### config.mk
export PLATFORM = sky130hd
export DESIGN_NAME = pc_sequencer
export DESIGN_NICKNAME = d
export VERILOG_FILES = /design/src/rtl/pc_sequencer.sv
export SDC_FILE = /design/constraint.sdc
export NUM_CORES = 1
export LEC_CHECK = 0
export BUFFER_PORTS_ARGS = -buffer_cell sky130_fd_sc_hd__buf_4
export CAP_MARGIN = 10
export CELL_PAD_IN_SITES_DETAIL_PLACEMENT = 2
export CELL_PAD_IN_SITES_GLOBAL_PLACEMENT = 2
export CORE_MARGIN = 4
export CORE_UTILIZATION = 32
export DETAILED_ROUTE_END_ITERATION = 8
export PLACE_DENSITY_LB_ADDON = 0.3
export SLEW_MARGIN = 25
export SYNTH_ARGS = -nofsm -noshare
export SYNTH_HDL_FRONTEND = slang
export SYNTH_SLANG_ARGS = --single-unit
### constraint.sdc
create_clock -name clk -period 5.35 [get_ports clk]
set_clock_uncertainty 0.1 [all_clocks]
set_input_delay 1.3375 -clock clk [delete_from_list [all_inputs] [get_ports clk]]
set_output_delay 1.3375 -clock clk [all_outputs]
set_load 0.005 [all_outputs]
### src/rtl/pc_sequencer.sv
// ----------------------------------------------------------------------------
// pc_sequencer
//   Registered program-counter select stage for the instruction fetch port.
//   It advances the PC on each accepted fetch and holds it while fetch stalls.
//   Four redirect sources take precedence over the stall. In priority order
//   they are trap, return, jump and branch. A circular return-address stack
//   records link addresses on jump+call and supplies targets on return.
//
// Parameters
//   PC_W       PC and target width in bits
//   PC_INC     sequential increment applied on each accepted fetch
//   RESET_VEC  PC loaded by reset
//   TRAP_VEC   target on trap and on return-stack underflow
//   RAS_DEPTH  return-stack entries (>=2, power of two)
//
// Ports
//   clk            in   rising-edge clock
//   rst_n          in   synchronous reset, active low
//   fetch_ready    in   fetch unit accepts pc_out this cycle
//   branch         in   taken branch, redirect to branch_target
//   branch_target  in   branch destination
//   jump           in   unconditional jump, redirect to jump_target
//   jump_target    in   jump destination
//   call           in   with a winning jump: push pc_out+PC_INC
//   ret            in   redirect to top of stack, then pop
//   trap           in   redirect to TRAP_VEC, stack untouched
//   pc_out         out  current fetch address
//   pc_valid       out  pc_out is valid for fetch
//   ras_empty      out  stack holds no entries
//   ras_full       out  stack holds RAS_DEPTH entries
//   ras_underflow  out  one-cycle pulse: ret issued on an empty stack
// ----------------------------------------------------------------------------
module pc_sequencer #(
   parameter int unsigned       PC_W      = 16,
   parameter int unsigned       PC_INC    = 1,
   parameter logic [PC_W-1:0]   RESET_VEC = '0,
   parameter logic [PC_W-1:0]   TRAP_VEC  = PC_W'(16'hFFF0),
   parameter int unsigned       RAS_DEPTH = 4
) (
   input  logic            clk,
   input  logic            rst_n,
   input  logic            fetch_ready,
   input  logic            branch,
   input  logic [PC_W-1:0] branch_target,
   input  logic            jump,
   input  logic [PC_W-1:0] jump_target,
   input  logic            call,
   input  logic            ret,
   input  logic            trap,
   output logic [PC_W-1:0] pc_out,
   output logic            pc_valid,
   output logic            ras_empty,
   output logic            ras_full,
   output logic            ras_underflow
);

   localparam int unsigned PTR_W = $clog2(RAS_DEPTH);
   localparam int unsigned CNT_W = $clog2(RAS_DEPTH + 1);
   localparam logic [CNT_W-1:0] CNT_FULL = CNT_W'(RAS_DEPTH);

   logic [PC_W-1:0]  pc_q, pc_d;
   logic             valid_q;
   logic [PTR_W-1:0] top_q, top_d;
   logic [CNT_W-1:0] count_q, count_d;
   logic             underflow_q, underflow_d;
   logic             push;
   logic [PC_W-1:0]  link;
   logic [PC_W-1:0]  ras_q [RAS_DEPTH];

   assign link = pc_q + PC_W'(PC_INC);

   // Redirect selection: the if/else chain encodes trap > ret > jump > branch.
   always_comb begin
      // NOTE: every signal gets a default first so no path leaves it unassigned (no latch).
      pc_d        = pc_q;
      top_d       = top_q;
      count_d     = count_q;
      underflow_d = 1'b0;
      push        = 1'b0;

      if (trap) begin
         pc_d = TRAP_VEC;
      end else if (ret) begin
         if (count_q != '0) begin
            pc_d    = ras_q[top_q];
            top_d   = top_q - PTR_W'(1);
            count_d = count_q - CNT_W'(1);
         end else begin
            pc_d        = TRAP_VEC;
            underflow_d = 1'b1;
         end
      end else if (jump) begin
         pc_d = jump_target;
         if (call) begin
            // When full, top+1 is the oldest slot, so the push overwrites it.
            push  = 1'b1;
            top_d = top_q + PTR_W'(1);
            if (count_q != CNT_FULL) begin
               count_d = count_q + CNT_W'(1);
            end
         end
      end else if (branch) begin
         pc_d = branch_target;
      end else if (valid_q && fetch_ready) begin
         pc_d = link;
      end
   end

   always_ff @(posedge clk) begin
      // NOTE: non-blocking assignments so every register samples pre-edge values.
      if (!rst_n) begin
         pc_q        <= RESET_VEC;
         valid_q     <= 1'b0;
         top_q       <= '0;
         count_q     <= '0;
         underflow_q <= 1'b0;
      end else begin
         pc_q        <= pc_d;
         valid_q     <= 1'b1;
         top_q       <= top_d;
         count_q     <= count_d;
         underflow_q <= underflow_d;
      end
   end

   // NOTE: stack storage is not reset; a zero count makes stale entries unreachable.
   always_ff @(posedge clk) begin
      if (rst_n && push) begin
         ras_q[top_d] <= link;
      end
   end

   assign pc_out        = pc_q;
   assign pc_valid      = valid_q;
   assign ras_empty     = (count_q == '0);
   assign ras_full      = (count_q == CNT_FULL);
   assign ras_underflow = underflow_q;

endmodule
Word level (Yosys, flattened, before mapping):

Memories as Yosys holds them, arrays and structs flattened. A register that Yosys moved wholly into a read port is not among the register bits.
Index checks and enable logic that the tools add are counted.
Widths: inputs -> output; s select.

* add/sub/neg operators: 5
* eq/ne operators: 3
* multiplexer cells: 25
* bitwise operators: 3
* reductions and logical operators: 12

Operators with widths (count)
* $mux 16: 6
* $add 16x1->16 const B: 1
* $mux 3: 5
* $mux 2: 6
* $mux 1: 8
* $reduce_bool 2->1: 3
* $reduce_and 5->1: 1
* $reduce_bool 5->1: 1
* $reduce_bool 4->1: 1
* $add 3x1->3 const B: 1
* $eq 3x3->1 const B: 1
* $logic_not 3->1: 1
* $ne 3x3->1 const B: 1
* $not 1->1: 3
* $reduce_bool 3->1: 1
* $reduce_or 3->1: 1
* $sub 3x1->3 const B: 1
* $add 2x1->2 const B: 1
* $logic_and 1x1->1: 2
* $ne 2x1->1 const B: 1
* $reduce_or 2->1: 1
* $sub 2x1->2 const B: 1

* register bits: 23
* bits in writable memories: 64
* bits of input ports: 40
* output and inout port bits: 20
* logic and storage cells: 55
* memories: 1

Memories
* ras_q: words 4, bits a word 16, rd ports 1, clocked after memory_dff 1, write ports 1, RTL line 68 `logic [PC_W-1:0] ras_q [RAS_DEPTH];`

Longest topological paths before layout:

* word-level depth: 7
* gate-level depth with buffers: 7
* gate-level depth less buffers: 6

Worst setup path after synthesis:

OpenSTA, ideal clock, no wires.

* path type: input port to flip-flop
* start: in ret
* end: mem ras_q[1][0] (enable)
* library setup time: 0.478 ns
* arrival: 4.408 ns
* data required time: 4.772 ns
* slack: 0.365 ns
* stages on the path: 3
* cell sequence: buf_2 nand3b_1 a2111oi_0

* cells in the longest elaborated chain, start to end: 5
* elaborated cells between the ends (all ways): 7
* those cells by class: mux: 6; reduce/logical: 1

Ends and longest elaborated chain
* start, declared: RTL line 48 `input logic ret,`
* $mux 1: RTL line 83 `end else if (ret) begin`
* $mux 1: RTL line 81 `if (trap) begin`
* $logic_and 1x1->1: RTL line 128 `if (rst_n && push) begin`
* $mux 1: RTL line 128
* $mux 1 (not written as such): RTL line 129 `ras_q[top_d] <= link;`
* end, declared: RTL line 68

Several ways; a longest one is shown, not always the timed one.

Final worst setup path:

* start: in ret
* end: mem ras_q[3][9] (enable)

The elaborated chain is that of the path after synthesis.

==> metrics.yaml <==
clocking:
  clk_pin_slew_worst_paths_ns: 0.06
  clockBufferDepth: 2
  clk_latency_ns: 0.34
  ctsHtreeMaxLevel: 3
  post-cts-setup-buffers: 0
  cts_buffers: 9
  cts_tree: "done"
  clock_sinks: 87
  ctsResizeCount: 0
  ctsHoldBuffers: 0
  cts-root-buf: "clkbuf_16"
route:
  vias: 3005
  drc: 0
  drt_pass1_iterations: 6
  ant_nets: 0
  viasPerCell: 5.49
  totalWireLength_um: 13300
  post_drt_wl_per_cell_um: 24.3
  first_iter_violations: 193
synthesis:
  synthesis.area_um2: 4130
  synth_compound_area_share_pct: 13.2
  syn-num-nets: 358
  synth_cells: 316
  muxShareOfSynthArea_pct: 8.96
  synth_edf_count: 64
  ys_types: 63
  synthSimpleGateAreaFrac_pct: 13.2
  synth_fa_ha_area_share_pct: 0.787
  ys_warn_count: 0
  ys_seq_area_share_pct: 57.6
  async_flop_share_pct: 0
  syn_area_per_cell_um2: 13.1
  synth-xor-area-share_pct: 3.18
  synth_top_family_by_area: "compound AO/OA/AOI/OAI gates"
  synthFlopType: "edfxtp_1"
  ys_ff_latch: 87
worst_setup_path:
  rr_worst_depth: 4
  crit_required_ns: 5.22
  worstSetupPathType: "input pin to register"
  rrSetupSlack_ns: 2.97
  regToRegStartpoint: "pc_out[2]"
  rr_endpoint: "ras_q[0][13]"
  path_max_fanout: 28
  critPathArrivalTime_ns: 2.80
  end_kind: "register"
  worstSetupStartpointType: "input pin"
sta:
  slew_headroom_pct: 44.7
  period_share_pct: 54.8
  fin_setup_tns_ns: 0
  hold_slack_ns: 0.451
  post-route-min-period_ns: 2.93
  worst_pin_slew_ns: 0.830
  rsz0062_at_grt: "false"
  setup_ws_ns: 2.42
  hold_viol: 0
  setup_viol: 0
  final_max_slew_viol_count: 0
  clock.fmax_ghz: 0.341
grt:
  first_global_vias: 3295
  grtUsageTotal_pct: 18.7
  antenna_found_initial: 0
  grt_pass1_wl_um: 20200
  grt_overflow: 0
  grt_max_degree: 29
layout:
  stdcell_area_um2: 5050
  drive_above_1_share_pct: 28.5
  synthToLayoutAreaGrowth_pct: 22.2
  nets: 412
  n_antenna_cell: 0
hold_path:
  min_from: "pc_out[1]"
  min_path_cells: 2
  holdPathEnd: "pc_out[1]"
  min_path_type: "register to register"
die:
  die_y_um: 122
  dieWidth_um: 122
  rows: 41
  die_area_um2: 14800
  io_pins: 60
  coreArea_um2: 12600
  initial_core_util_pct: 32.8
placement:
  gp_congestion: 0.809
  port-buffer-count: 59
  post-dp-hpwl_um: 9320
  post-place-ws_ns: 2.01
  place_area_um2: 4730
pwr:
  leakagePower_nw: 1.76
  peakVddDrop_uv: 187
  power_density_nw_per_um2: 330
status:
  outcome: "completed"
run:
  cap_violations: 0
[state kept, by name (all words and copies together) (netlist names)]
register	flops
count_q	3
pc_out	16
pc_valid	1
ras_q	64
ras_underflow	1
top_q	2
[power by group]
group          internal, mW  leakage [nW]  switching, mW
clock network         0.410         0.155          0.273
logic                0.0932         0.838          0.109
registers             0.746         0.769         0.0335
[synthesized netlist by cell type, types with 2 or more instances]
master / instances / area [um2]
inv_1: 7 / 26.3
o221ai_1: 4 / 35.0
or2_1: 2 / 12.5
a22oi_1: 9 / 67.6
nand3_1: 11 / 55.1
o22ai_1: 2 / 12.5
o21a_1: 2 / 15.0
o21ai_0: 8 / 40.0
clkbuf_1: 8 / 30.0
o211ai_1: 5 / 37.5
nor2_1: 15 / 56.3
nand3b_1: 2 / 15.0
and4b_1: 2 / 20.0
and3_1: 2 / 12.5
a211oi_1: 4 / 30.0
and4_1: 2 / 17.5
buf_2: 8 / 40.0
a31oi_1: 9 / 56.3
a21boi_1: 2 / 15.0
or2_2: 2 / 12.5
buf_4: 2 / 15.0
nand2_1: 24 / 90.1
o211a_1: 2 / 20.0
mux4_2: 16 / 360
nor3_1: 10 / 50.1
nor2b_1: 2 / 12.5
edfxtp_1: 64 / 1920
nor3b_1: 2 / 15.0
nand4_1: 2 / 12.5
xnor2_1: 6 / 52.6
or3_1: 2 / 12.5
nand2b_1: 5 / 31.3
a21oi_1: 7 / 35.0
and2_1: 4 / 25.0
o221a_1: 3 / 33.8
dfxtp_1: 23 / 460
a221oi_1: 2 / 17.5
xor2_1: 9 / 78.8
[final cells by class]
type | instances | area (um2)
fillers | 1323 | 7570
flip-flops and latches | 87 | 2380
multi-input cells | 202 | 1640
repair buffers | 63 | 473
clock buffers | 9 | 225
well taps | 172 | 215
clock inverters | 7 | 93.8
inverters | 7 | 26.3
[kinds of logic (layout without fill, tap and decap cells)]
| kind of cell | after synthesis | after routing |
|---|---|---|
| buf+inv | 27 | 86 |
| flops | 87 | 87 |
| mux | 17 | 17 |
| xor+xnor | 15 | 15 |
| compound gates | 71 | 71 |
| simple gates | 97 | 97 |
| fa+ha+maj | 2 | 2 |
[layout by cell type (no fill, tap or decap), drive strengths merged, types with 5 or more instances in the layout]
cell    Yosys  final
nor3       11     11
o211ai      5      5
xor2        9      9
a21oi       8      8
nand2b      5      5
buf        12     63
xnor2       6      6
dfxtp      23     23
nand2      24     24
a211oi      5      5
nor2       15     15
mux4       16     16
a31oi       9      9
inv         7      9
nand3      13     13
edfxtp     64     64
a22oi       9      9
o21ai       8      8
clkbuf      8      9
[routing by layer]
layer  track usage (%)  vias to the layer above  routed length [um]
li1                  -                     1347                   -
met1              26.3                     1577                6290
met2              29.2                       61                6250
met3              3.39                       20                 519
met4              6.44                        0                 254
met5                 0                        -                   0
[through the flow]
stage | cells | power [mW] | util (%)
3_3_place_gp | 531 | 0.990 | 37.5
4_1_cts | 547 | 1.69 | 40.0
5_1_grt | 547 | 1.73 | 40.0
6_report | 547 | 1.67 | 40.0
2_1_floorplan | 316 | 0.898 | -
3_5_place_dp | 531 | 0.997 | 37.5
[worst max-delay path by stage]
stage	slack [ns]	end	from
floorplan	0.36	ras_q[1][0]	ret
global placement	2.03	ras_q[3][11]	ret
detailed placement	2.01	ras_q[3][14]	ret
CTS	2.37	ras_q[3][6]	ret
global route	2.25	ras_q[3][9]	ret
finish	2.42	ras_q[3][9]	ret
[worst max-delay path, cell delays in order]
cell      delay (ns)
buf_4           0.22
nand3b_1        0.29
nor2_1          0.18
and4b_1         0.76
Note: power is estimated with default switching activity, not from simulation.
